**src/rtl/onchip_mem_loader_if.sv**
```systemverilog
// ---------------------------------------------------------------------------
// onchip_mem_loader_if
// Groups the byte-stream sink signals and the 32-bit RAM write-master signals
// of onchip_mem_loader.
//   master : the loader's view. It accepts the stream and drives the RAM port.
//   slave  : the environment's view. It drives the stream and start address,
//            and acts as the RAM (returns mem_readdata).
// Stream : start_addr, st_data, st_valid, st_ready, st_sop, st_eop
// RAM    : mem_address, mem_byteenable, mem_chipselect, mem_write,
//          mem_writedata, mem_clken, mem_readdata
// ---------------------------------------------------------------------------
interface onchip_mem_loader_if #(
    parameter int unsigned ADDR_W = 13
);
    logic [ADDR_W-1:0] start_addr;
    logic [7:0]        st_data;
    logic              st_valid;
    logic              st_ready;
    logic              st_sop;
    logic              st_eop;

    logic [ADDR_W-1:0] mem_address;
    logic [3:0]        mem_byteenable;
    logic              mem_chipselect;
    logic              mem_write;
    logic [31:0]       mem_writedata;
    logic              mem_clken;
    logic [31:0]       mem_readdata;

    modport master (
        input  start_addr, st_data, st_valid, st_sop, st_eop, mem_readdata,
        output st_ready, mem_address, mem_byteenable, mem_chipselect, mem_write,
               mem_writedata, mem_clken
    );

    modport slave (
        output start_addr, st_data, st_valid, st_sop, st_eop, mem_readdata,
        input  st_ready, mem_address, mem_byteenable, mem_chipselect, mem_write,
               mem_writedata, mem_clken
    );
endinterface

```
**src/rtl/onchip_mem_loader.sv**
```systemverilog
// ---------------------------------------------------------------------------
// onchip_mem_loader
// Byte stream to 32-bit on-chip RAM write master. Bytes are packed
// little-endian into words that are written at consecutive word addresses
// starting from start_addr (sampled on the accepted sop byte). A short final
// word is written with only its filled lanes enabled. The address wraps from
// DEPTH-1 to 0; a wrap with more of the packet still to come sets overflow.
//
// Optional feature (macro ONCHIP_MEM_LOADER_VERIFY_EN): each write is read
// back and compared under its byteenable mask; a mismatch sets verify_err.
// Without the macro verify_err is tied 0 and mem_readdata is ignored.
//
// Ports:
//   clk, reset_n   clock, asynchronous active-low reset
//   bus            onchip_mem_loader_if.master (stream sink + RAM master)
//   busy           packet in progress
//   done           one-cycle pulse after the eop word is written
//   overflow       sticky: address wrapped within a packet
//   verify_err     sticky: readback mismatch
//   words_written  words written in the current or last packet (saturates)
// ---------------------------------------------------------------------------
module onchip_mem_loader #(
    parameter int unsigned ADDR_W = 13,
    parameter int unsigned DEPTH  = 5120
) (
    input  logic                clk,
    input  logic                reset_n,
    onchip_mem_loader_if.master bus,
    output logic                busy,
    output logic                done,
    output logic                overflow,
    output logic                verify_err,
    output logic [ADDR_W:0]     words_written
);

    typedef enum logic [2:0] {
        StIdle,
        StPack,
        StWrite,
        StVerifyRd,
        StVerifyCmp,
        StDone
    } state_e;

    localparam logic [ADDR_W-1:0] LastAddr = ADDR_W'(DEPTH - 1);
    localparam logic [ADDR_W:0]   MaxWords = (ADDR_W + 1)'(DEPTH);

    state_e            state_q, state_d;
    logic [2:0]        lane_q, lane_d;    // number of filled lanes, 0..4
    logic [31:0]       word_q, word_d;
    logic [ADDR_W-1:0] addr_q, addr_d;
    logic [ADDR_W:0]   words_q, words_d;
    logic              ovf_q, ovf_d;
    logic              eop_q, eop_d;      // the word being built ends the packet
    logic              rdy_q;             // holds st_ready low until after reset

    logic              accept;
    logic              advance;
    logic              in_write;
    logic              mem_cs;
    logic [3:0]        lane_be;
    logic [4:0]        lane_bit;

`ifdef ONCHIP_MEM_LOADER_VERIFY_EN
    logic              verr_q, verr_d;
    logic [31:0]       lane_mask;

    assign lane_mask = {{8{lane_be[3]}}, {8{lane_be[2]}}, {8{lane_be[1]}}, {8{lane_be[0]}}};
`endif

    assign accept   = bus.st_valid && bus.st_ready;
    assign lane_bit = {lane_q[1:0], 3'b000};

    always_comb begin
        unique case (lane_q)
            3'd1:    lane_be = 4'b0001;
            3'd2:    lane_be = 4'b0011;
            3'd3:    lane_be = 4'b0111;
            3'd4:    lane_be = 4'b1111;
            default: lane_be = 4'b0000;
        endcase
    end

    always_comb begin
        state_d = state_q;
        lane_d  = lane_q;
        word_d  = word_q;
        addr_d  = addr_q;
        words_d = words_q;
        ovf_d   = ovf_q;
        eop_d   = eop_q;
        advance = 1'b0;
`ifdef ONCHIP_MEM_LOADER_VERIFY_EN
        verr_d  = verr_q;
`endif

        unique case (state_q)
            StIdle, StPack: begin
                if (accept) begin
                    if (bus.st_sop) begin
                        // New packet, or restart: any partial word is dropped.
                        addr_d  = bus.start_addr;
                        words_d = '0;
                        ovf_d   = 1'b0;
`ifdef ONCHIP_MEM_LOADER_VERIFY_EN
                        verr_d  = 1'b0;
`endif
                        word_d  = {24'h0, bus.st_data};
                        lane_d  = 3'd1;
                        eop_d   = bus.st_eop;
                        state_d = bus.st_eop ? StWrite : StPack;
                    end else if (state_q == StPack) begin
                        word_d[lane_bit +: 8] = bus.st_data;
                        lane_d = lane_q + 3'd1;
                        eop_d  = bus.st_eop;
                        if (lane_q == 3'd3 || bus.st_eop) begin
                            state_d = StWrite;
                        end
                    end
                end
            end
            StWrite: begin
                if (words_q != MaxWords) begin
                    words_d = words_q + 1'b1;
                end
`ifdef ONCHIP_MEM_LOADER_VERIFY_EN
                state_d = StVerifyRd;
`else
                advance = 1'b1;
`endif
            end
`ifdef ONCHIP_MEM_LOADER_VERIFY_EN
            StVerifyRd: state_d = StVerifyCmp;
            StVerifyCmp: begin
                // Read data arrives the cycle after the read strobe.
                if ((bus.mem_readdata & lane_mask) != (word_q & lane_mask)) begin
                    verr_d = 1'b1;
                end
                advance = 1'b1;
            end
`endif
            StDone:  state_d = StIdle;
            default: state_d = StIdle;
        endcase

        if (advance) begin
            lane_d  = 3'd0;
            word_d  = '0;
            addr_d  = (addr_q == LastAddr) ? '0 : addr_q + 1'b1;
            if (addr_q == LastAddr && !eop_q) begin
                ovf_d = 1'b1;
            end
            state_d = eop_q ? StDone : StPack;
        end
    end

    always_ff @(posedge clk or negedge reset_n) begin
        if (!reset_n) begin
            state_q <= StIdle;
            lane_q  <= '0;
            word_q  <= '0;
            addr_q  <= '0;
            words_q <= '0;
            ovf_q   <= 1'b0;
            eop_q   <= 1'b0;
            rdy_q   <= 1'b0;
        end else begin
            state_q <= state_d;
            lane_q  <= lane_d;
            word_q  <= word_d;
            addr_q  <= addr_d;
            words_q <= words_d;
            ovf_q   <= ovf_d;
            eop_q   <= eop_d;
            rdy_q   <= 1'b1;
        end
    end

`ifdef ONCHIP_MEM_LOADER_VERIFY_EN
    always_ff @(posedge clk or negedge reset_n) begin
        if (!reset_n) begin
            verr_q <= 1'b0;
        end else begin
            verr_q <= verr_d;
        end
    end
    assign verify_err = verr_q;
`else
    assign verify_err = 1'b0;
`endif

    assign in_write = (state_q == StWrite);
    assign mem_cs   = in_write || (state_q == StVerifyRd);

    assign bus.st_ready       = rdy_q && (state_q == StIdle || state_q == StPack);
    assign bus.mem_chipselect = mem_cs;
    assign bus.mem_write      = in_write;
    assign bus.mem_address    = mem_cs ? addr_q : '0;
    assign bus.mem_byteenable = mem_cs ? lane_be : 4'b0000;
    assign bus.mem_writedata  = in_write ? word_q : 32'h0;
    assign bus.mem_clken      = 1'b1;

    assign busy          = (state_q != StIdle) && (state_q != StDone);
    assign done          = (state_q == StDone);
    assign overflow      = ovf_q;
    assign words_written = words_q;

endmodule

```
**src/flat_wrapper.sv**
```systemverilog
// flat-port wrapper written by rule: the top's interface ports become plain ports
module onchip_mem_loader_flat 
#(
    parameter int unsigned ADDR_W = 13,
    parameter int unsigned DEPTH  = 5120
)
  (clk, reset_n, busy, done, overflow, verify_err, words_written, bus_start_addr, bus_st_data, bus_st_valid, bus_st_sop, bus_st_eop, bus_mem_readdata, bus_st_ready, bus_mem_address, bus_mem_byteenable, bus_mem_chipselect, bus_mem_write, bus_mem_writedata, bus_mem_clken);
  onchip_mem_loader_if #(.ADDR_W(ADDR_W)) bus_i ();
  input  logic clk;
  input  logic reset_n;
  output logic busy;
  output logic done;
  output logic overflow;
  output logic verify_err;
  output logic [ADDR_W:0] words_written;
  input wire logic [$bits(bus_i.start_addr)-1:0] bus_start_addr;
  input wire logic [$bits(bus_i.st_data)-1:0] bus_st_data;
  input wire logic [$bits(bus_i.st_valid)-1:0] bus_st_valid;
  input wire logic [$bits(bus_i.st_sop)-1:0] bus_st_sop;
  input wire logic [$bits(bus_i.st_eop)-1:0] bus_st_eop;
  input wire logic [$bits(bus_i.mem_readdata)-1:0] bus_mem_readdata;
  output wire logic [$bits(bus_i.st_ready)-1:0] bus_st_ready;
  output wire logic [$bits(bus_i.mem_address)-1:0] bus_mem_address;
  output wire logic [$bits(bus_i.mem_byteenable)-1:0] bus_mem_byteenable;
  output wire logic [$bits(bus_i.mem_chipselect)-1:0] bus_mem_chipselect;
  output wire logic [$bits(bus_i.mem_write)-1:0] bus_mem_write;
  output wire logic [$bits(bus_i.mem_writedata)-1:0] bus_mem_writedata;
  output wire logic [$bits(bus_i.mem_clken)-1:0] bus_mem_clken;
  assign bus_i.start_addr = bus_start_addr;
  assign bus_i.st_data = bus_st_data;
  assign bus_i.st_valid = bus_st_valid;
  assign bus_i.st_sop = bus_st_sop;
  assign bus_i.st_eop = bus_st_eop;
  assign bus_i.mem_readdata = bus_mem_readdata;
  assign bus_st_ready = bus_i.st_ready;
  assign bus_mem_address = bus_i.mem_address;
  assign bus_mem_byteenable = bus_i.mem_byteenable;
  assign bus_mem_chipselect = bus_i.mem_chipselect;
  assign bus_mem_write = bus_i.mem_write;
  assign bus_mem_writedata = bus_i.mem_writedata;
  assign bus_mem_clken = bus_i.mem_clken;
  onchip_mem_loader #(.ADDR_W(ADDR_W), .DEPTH(DEPTH)) u_core (.clk(clk), .reset_n(reset_n), .bus(bus_i), .busy(busy), .done(done), .overflow(overflow), .verify_err(verify_err), .words_written(words_written));
endmodule
```
**config.mk**
```make
export PLATFORM = sky130hd
export DESIGN_NAME = onchip_mem_loader_flat
export DESIGN_NICKNAME = d
export VERILOG_FILES = /design/src/rtl/onchip_mem_loader_if.sv /design/src/rtl/onchip_mem_loader.sv /design/src/flat_wrapper.sv
export SDC_FILE = /design/constraint.sdc
export NUM_CORES = 1
export LEC_CHECK = 0
export CAP_MARGIN = 0
export CORE_MARGIN = 2
export CORE_UTILIZATION = 37
export DETAILED_ROUTE_END_ITERATION = 7
export HOLD_SLACK_MARGIN = 0.1
export PLACE_DENSITY = 0.77
export SKIP_CTS_REPAIR_TIMING = 1
export SLEW_MARGIN = 20
export SYNTH_ARGS = -nofsm -noshare
export SYNTH_HDL_FRONTEND = slang
export SYNTH_SLANG_ARGS = --single-unit
```
**constraint.sdc**
```tcl
create_clock -name clk -period 6.03 [get_ports clk]
set_input_delay 1.206 -clock clk [delete_from_list [all_inputs] [get_ports clk]]
set_output_delay 1.206 -clock clk [all_outputs]
set_load 0.005 [all_outputs]
```
==> results.yml, run 1 <==
cts:
  root_buffer: "clkbuf_8"
  clk_pin_slew_ns: 0.07
  numCtsBuffers: 9
  cts_tree: "yes"
  clk_path_buf_depth: 2
  clock_sinks: 68
  clk_latency_ns: 0.34
  ctsHtreeMaxLevel: 3
critical_path:
  worstSetupPathType: "reg2out"
  critPathLaunchType: "register"
  required_ns: 4.82
  crit_path_end_kind: "primary output"
  crit_arrival_ns: 2.91
  critPathMaxFanout: 49
hold_path:
  hold_class: "reg2reg"
timing:
  drv_slew: 0
  fin_tns_setup_ns: 0
  finalCritPeriodShare_pct: 68.2
  hold_violations: 0
  tightest_slew_ns: 0.942
  fin_hold_ws_ns: 0.502
  setup_viol_count_final: 0
  max_freq_mhz: 243
  grt_setup_unrepaired: "false"
  fin_crit_ns: 4.11
  relSlewSlack_pct: 36.8
  fin_skew_ns: 0.00590
drt:
  drtAntennaViolNets: 0
  dr.pass1.iters: 4
  drtIter0Drc: 200
  routed_wl_mm: 9.91
  top_layer_used: "met4"
  m1WireLength_mm: 4.22
  drc: 0
  vias: 3416
  wl_per_cell_um: 14.9
  wl_met3_um: 700
  route.met2.wl_mm: 4.84
  viasPerCell: 5.14
run_status:
  status: "finished clean"
power:
  ir_worst_vdd_uv: 117
  p_leak_nw: 2.09
  power.density_mw_per_mm2: 311
synth:
  yosysWarnings: 0
  synth_area_mm2: 0.00390
  synthCells: 437
  ys_types: 57
  postSynthAreaPerCell_um2: 8.92
  synth_edf_count: 0
  synthArstFlopShare_pct: 100
  seq_area_frac_synth_pct: 43.7
  synth_ff_type: "dfrtp_1"
  ys_seq_elements: 68
place:
  placed_cell_area_mm2: 0.00492
  place_hpwl_mm: 7.05
  place_congestion: 0.850
  port_buffers: 94
die:
  start_util_pct: 37.9
  core-area_mm2: 0.0103
  die_w_um: 107
  dieArea_mm2: 0.0114
  std_cell_rows: 37
  die_y_um: 107
  pin_count: 129
cells_and_area:
  drive_above_1_share_pct: 6.63
  finish.utilization_pct: 49.4
  final_cell_area_mm2: 0.00508
  final_cell_mix: "clkdlybuf4s50_1 (93), dfrtp_1 (68), nor2_1 (60)"
  areaGrowthSynthToFinish_pct: 30.4
  layout_commonest_cell: "clkdlybuf4s50_1"
  nets: 594
  antenna_cells: 0
run:
  maxCapViolCount: 0
grt:
  antenna_found_initial: 0
  track_usage_pct: 18.0
  grt_pass1_vias: 3415
  grt_max_degree: 69
  grt.overflow.total: 0
  grt_pass1_wl_mm: 16.4
[flip-flops by register name (all words and copies together), names as in the netlist]
signal	flops
u_core.addr_q	13
u_core.eop_q	1
u_core.lane_q	3
u_core.overflow	1
u_core.rdy_q	1
u_core.state_q	3
u_core.word_q	32
u_core.words_written	14
[stage by stage]
stage	cells	setup slack (ns)	power (mW)
after global placement	651	2.32	1.25
after detailed placement	651	2.27	1.28
final	664	1.92	1.58
after CTS	664	1.94	1.59
after floorplan	438	3.15	1.05
after global routing	664	1.75	1.70
[final cells by class]
cell class                 count  area, um2
sequential                    68       1700
timing repair buffer          96        951
inverter                      36        135
fill                         953       5200
multi-input combinational    315       1980
clock buffer                  10        128
clock inverter                 3       17.5
tap                          136        170
[power breakdown]
group | internal, mW | total (mW) | leakage [nW] | switching [mW]
Combinational | 0.290 | 0.630 | 1.11 | 0.340
Clock | 0.141 | 0.311 | 0.0739 | 0.169
Sequential | 0.544 | 0.642 | 0.908 | 0.0977
Total | 0.975 | 1.58 | 2.09 | 0.608
[Yosys cell counts, types with 10 or more instances]
| cell | number | area (um2) |
|---|---|---|
| a21oi_1 | 10 | 50.1 |
| and2_1 | 24 | 150 |
| clkbuf_1 | 11 | 41.3 |
| dfrtp_1 | 68 | 1700 |
| ha_1 | 10 | 125 |
| inv_1 | 36 | 135 |
| mux2i_1 | 26 | 260 |
| nand2_1 | 48 | 180 |
| nand3_1 | 13 | 65.1 |
| nor2_1 | 60 | 225 |
| o21ai_0 | 18 | 90.1 |
[kinds of logic after synthesis]
logic type      synth area share [%]
compound gates                  10.6
xor+xnor                        1.35
fa+ha+maj                       3.21
buf+inv                         5.94
flops                           43.7
mux                             8.99
other cells                    0.193
simple gates                    26.0
[path summary, 6_finish.rpt]
check / startpoint / endpoint / slack (ns) / cells past startpoint
max: u_core.state_q[2]$_DFFE_PN0P_ / bus_mem_writedata[14] / 1.92 / 4
min: u_core.word_q[3]$_DFFE_PN0P_ / u_core.word_q[3]$_DFFE_PN0P_ / 0.50 / 1
max reg2reg: u_core.state_q[2]$_DFFE_PN0P_ / u_core.words_written[5]$_DFFE_PN0P_ / 3.17 / 6
min reg2reg: u_core.word_q[3]$_DFFE_PN0P_ / u_core.word_q[3]$_DFFE_PN0P_ / 0.50 / 1
max in group asynchronous: reset_n / u_core.lane_q[1]$_DFFE_PN0P_ / 4.40 / 2
min in group asynchronous: reset_n / u_core.words_written[7]$_DFFE_PN0P_ / 1.05 / 2
[worst max-delay path: stages (launching register included)]
cell             delay (ns)
dfrtp_1                0.47
or3b_4                 0.67
inv_1                  0.64
and2_1                 0.25
clkdlybuf4s50_1        0.52
[routing by layer]
layer / track usage [%] / vias to the layer above
met3: 4.68 / 16
met1: 22.2 / 1631
met4: 5.47 / 0
met5: 0 / -
met2: 30.9 / 119
li1: - / 1650
(Power assumes the default switching activity.)
==> run 2: changes to the inputs <==
--- a/config.mk
+++ b/config.mk
@@ -10,7 +10,7 @@
 export CORE_UTILIZATION = 37
 export DETAILED_ROUTE_END_ITERATION = 7
 export HOLD_SLACK_MARGIN = 0.1
-export PLACE_DENSITY = 0.77
+export PLACE_DENSITY = 0.79
 export SKIP_CTS_REPAIR_TIMING = 1
 export SLEW_MARGIN = 20
 export SYNTH_ARGS = -nofsm -noshare
==> constraint.sdc (replaced) <==
create_clock -name clk -period 3.6 [get_ports clk]
set_input_delay 0.72 -clock clk [delete_from_list [all_inputs] [get_ports clk]]
set_output_delay 0.72 -clock clk [all_outputs]
set_load 0.005 [all_outputs]
==> run 2 against run 1 <==
Compared with the run above:
- die area did not move
- combinational power rose by 70%
- clock power rose by 110%
- critical path depth did not move
- non-clock buffer count rose by 3
==> results.yml, run 2 (synthesized netlist as in run 1, its figures left out) <==
place:
  port_buffers: 94
  placed_cell_area_mm2: 0.00495
  dpl_worst_slack_ns: 0.546
  place_congestion: 0.851
  place_hpwl_mm: 7.28
die:
  pin_count: 129
  dieArea_mm2: 0.0114
  std_cell_rows: 37
  die_w_um: 107
  die_y_um: 107
  core-area_mm2: 0.0103
  start_util_pct: 37.9
drt:
  drtIter0Drc: 148
  routed_wl_mm: 9.90
  viasPerCell: 5.13
  vias: 3439
  wl_per_cell_um: 14.8
  drtAntennaViolNets: 0
  drc: 0
  dr.pass1.iters: 4
power:
  clkPwrFrac_pct: 23.0
  power_frac_seq_pct: 38.7
  ir_worst_vdd_uv: 293
  p_int_mw: 1.75
  p_sw_mw: 1.04
  pwr-share-comb_pct: 38.3
  finalPower_mw: 2.79
  power.density_mw_per_mm2: 540
  p_leak_nw: 2.13
  switching_share_pct: 37.3
critical_path:
  regToRegSetupSlack_ns: 1.05
  r2r_end: "u_core.words_written[13]$_DFFE_PN0P_"
  critPathMaxFanout: 41
  required_ns: 2.88
  crit_path_end_kind: "primary output"
  rr_worst_depth: 6
  worstSetupPathType: "reg2out"
  startpoint: "u_core.state_q[2]$_DFFE_PN0P_"
  critPathLaunchType: "register"
  reg2reg_from: "u_core.state_q[2]$_DFFE_PN0P_"
  critPathCapture: "bus_mem_writedata[21]"
  crit_arrival_ns: 2.34
timing:
  setup_viol_count_final: 0
  fin_crit_ns: 3.06
  fin_skew_ns: 0.0113
  finalCritPeriodShare_pct: 85.0
  fin_tns_setup_ns: 0
  relSlewSlack_pct: 40.0
  tightest_slew_ns: 0.899
  drv_slew: 0
  hold_violations: 0
  grt_setup_unrepaired: "false"
  fin_ws_ns: 0.538
  max_freq_mhz: 327
cells_and_area:
  drive_above_1_share_pct: 7.87
  final_cell_mix: "clkdlybuf4s50_1 (93), dfrtp_1 (68), nor2_1 (60)"
  final_cell_area_mm2: 0.00516
  fillers: 978
  largest-register: "u_core.word_q"
  nets: 597
  multi_input_area_mm2: 0.00198
  seqCellArea_mm2: 0.00170
  largest_reg_flops: 32
  areaGrowthSynthToFinish_pct: 32.4
  antenna_cells: 0
  layout_commonest_cell: "clkdlybuf4s50_1"
cts:
  clk_latency_ns: 0.35
  clk_pin_slew_ns: 0.08
  numCtsBuffers: 9
  clk_path_buf_depth: 2
  cts_tree: "yes"
  root_buffer: "clkbuf_8"
  ctsHtreeMaxLevel: 3
  clock_sinks: 68
run:
  maxCapViolCount: 0
run_status:
  status: "finished clean"
grt:
  antenna_found_initial: 0
  track_usage_pct: 17.8
  grt_pass1_vias: 3404
  grt_pass1_wl_mm: 16.1
  grt_max_degree: 43
  grt.overflow.total: 0
hold_path:
  hold_class: "in2async"
## run 2: cell count changes in the layout (fill, tap and decap cells not counted)
| cell | before | now |
|---|---|---|
| clkbuf_8 | 9 | 10 |
| clkbuf_1 | 1 | 0 |
| buf_4 | 2 | 5 |
| bufinv_16 | 0 | 1 |
| clkinvlp_4 | 1 | 2 |
| clkinv_4 | 0 | 1 |
## run 2: critical path, stage by stage, from the launching register on
cell and delay, ns:
dfrtp_1 0.48, or3b_4 0.49, buf_4 0.28, nor2_1 0.20
clkdlybuf4s50_1 0.53
## run 2: power by group through the flow
stage               Clock [mW]  Sequential (mW)  Combinational, mW
floorplan                    0             1.03              0.731
global route             0.693             1.10               1.18
global placement             0             1.08               1.03
detailed placement           0             1.09               1.07
finish                   0.641             1.08               1.07
CTS                      0.658             1.07               1.07
## run 2: layer usage
| metal | global-route usage (%) | share of wire [%] | up-vias |
|---|---|---|---|
| met5 | 0 | 0 | - |
| met4 | 5.47 | 1.5 | 0 |
| met3 | 4.32 | 6.4 | 17 |
| met2 | 31.0 | 49 | 118 |
| met1 | 21.6 | 43 | 1645 |
| li1 | - | - | 1659 |
## run 2: how the worst min path moves through the flow
stage	from	slack (ns)	depth (start not counted)	to
global route	reset_n	0.43	1	u_core.words_written[10]$_DFFE_PN0P_
floorplan	reset_n	0.42	0	u_core.addr_q[0]$_DFFE_PN0P_
CTS	reset_n	0.40	1	u_core.words_written[9]$_DFFE_PN0P_
global placement	u_core.eop_q$_DFFE_PN0P_	0.47	1	u_core.overflow$_DFF_PN0_
finish	reset_n	0.38	1	u_core.words_written[10]$_DFFE_PN0P_
detailed placement	u_core.eop_q$_DFFE_PN0P_	0.49	1	u_core.overflow$_DFF_PN0_
## run 2: per-stage QoR
step,utilization (%),hold slack [ns],cells
3_5_place_dp,48.1,0.490,654
4_1_cts,50.1,0.396,670
6_report,50.2,0.377,670
5_1_grt,50.2,0.431,670
2_1_floorplan,-,0.424,438
3_3_place_gp,48.1,0.472,654
## run 2: final cells by class
class                      count  area share [%]
tap                          136            3.30
sequential                    68            33.0
clock inverter                 6            1.24
multi-input combinational    315            38.3
clock buffer                  10            2.67
timing repair buffer          99            18.9
inverter                      36            2.62
==> RTL change, RTL diff (settings of run 2) <==
Put one more register stage on the output `overflow`, cleared by the reset. The value now appears one clock later. The other outputs are not delayed to match.
--- a/src/rtl/onchip_mem_loader.sv
+++ b/src/rtl/onchip_mem_loader.sv
@@ -202,7 +202,13 @@
 
     assign busy          = (state_q != StIdle) && (state_q != StDone);
     assign done          = (state_q == StDone);
-    assign overflow      = ovf_q;
+    always_ff @(posedge clk or negedge reset_n) begin
+        if (!reset_n) begin
+            overflow <= '0;
+        end else begin
+            overflow <= ovf_q;
+        end
+    end
     assign words_written = words_q;
 
 endmodule
Behaviour: not the same (Yosys sat finds a counterexample within 10 cycles, from zero or initial values and one cycle with reset_n low).
==> RTL change against run 2 <==
- sequential cell count increased by 1
- count of clock-buffer cells in the layout increased by 3
- worst setup slack got worse by 0.039 ns
- area after synthesis increased by 6.9%
- wire length increased by 11%
- cell area increased by 6.7%
- register-to-register slack improved by 0.23 ns
- total power decreased by 0.18%
- clock skew decreased by 0.0034 ns
- clock power increased by 43%
- critical path type unchanged
- largest power group unchanged
==> RTL change: results <==
outcome:
  run_status: "finished clean"
power_and_ir_drop:
  switching_share: 0.3332
  ir_drop_mv: 0.2382
  power.leakage_nw: 2.272
worst_hold_path:
  min_path_type: "flip-flop to flip-flop"
cts:
  cts_root_buf: "clkbuf_16"
  clk_pin_slew_ns: 0.05
worst_setup_path:
  crit_arrival_ns: 2.38
  critPathLaunch: "u_core.state_q[1]"
synth:
  synth.area.mux_share: 0.009612
  synth_compound_area_frac: 0.2208
  ys_seq_area_frac: 0.4145
  synthAdderAreaFrac: 0.03004
layout:
  fillers: 1047
  final_nets: 612
  drive_gt1_frac: 0.07468
detailed_routing:
  wl_um: 11030
  vias: 3790
  drt_iter0_drc: 170
sta:
  finalClockSkew_ns: 0.007911
  hold_ws_ns: 0.3890
placed_design:
  finalWeightedCongestion: 0.8600
  place_hpwl_um: 7644
  placed_cell_area_um2: 5194
grt:
  grt_pass1_vias: 3608
  track_usage: 0.1881
  grt_pass1_wl_um: 17770
## RTL change: worst paths after layout
path                                           end  cells past startpoint
max                           bus_mem_writedata[9]                      4
min                                u_core.overflow                      0
max reg2reg                      u_core.word_q[30]                      5
min reg2reg                        u_core.overflow                      0
max in group asynchronous  u_core.words_written[8]                      2
min in group asynchronous        u_core.word_q[27]                      2
## RTL change: critical path, cell delays in order, from the launching register on
cell and delay [ns]:
dfrtp_1 0.53, or3b_1 0.53, inv_12 0.27, and2_1 0.20
clkdlybuf4s50_1 0.50
## RTL change: per-layer routing
layer	track usage	vias to the layer above	wire (um)	part of all wire
li1	-	1800	-	-
met1	0.2386	1822	4636	0.42
met2	0.3221	155	5390	0.49
met3	0.04703	13	893	0.081
met4	0.04554	0	106	0.0096
met5	0	-	0	0
## RTL change: metrics by stage
stage | util | std cells | total power [W] | worst slack (ns)
finish | 0.5035 | 689 | 0.002781 | 0.4997
floorplan | - | 462 | 0.001592 | 1.364
detailed placement | 0.4749 | 673 | 0.001869 | 0.6445
global placement | 0.4749 | 673 | 0.001827 | 0.7336
global route | 0.5035 | 689 | 0.002945 | 0.3649
CTS | 0.5035 | 689 | 0.002794 | 0.4821
## RTL change: power by group through the flow
stage	clock, W	sequential (W)	combinational [W]
6_report	0.000918	0.00109	0.000768
5_1_grt	0.000962	0.00112	0.000860
4_1_cts	0.000932	0.00109	0.000773
3_5_place_dp	0	0.00110	0.000767
3_3_place_gp	0	0.00109	0.000739
2_1_floorplan	0	0.00104	0.000547
## RTL change: layout make-up
| type | instances | area share |
|---|---|---|
| clock buffer | 13 | 0.04908 |
| inverter | 26 | 0.02000 |
| multi-input combinational | 337 | 0.3960 |
| sequential | 69 | 0.3136 |
| clock inverter | 3 | 0.007726 |
| timing repair buffer | 101 | 0.1818 |
| tap | 140 | 0.03181 |
## RTL change: kinds of logic after synthesis
group / after synthesis
other: 2
adder cells (fa/ha/maj): 10
AO/OA/AOI/OAI: 138
AND/OR/NAND/NOR: 177
XOR/XNOR: 5
flip-flops: 69
buffers and inverters: 56
multiplexers: 4
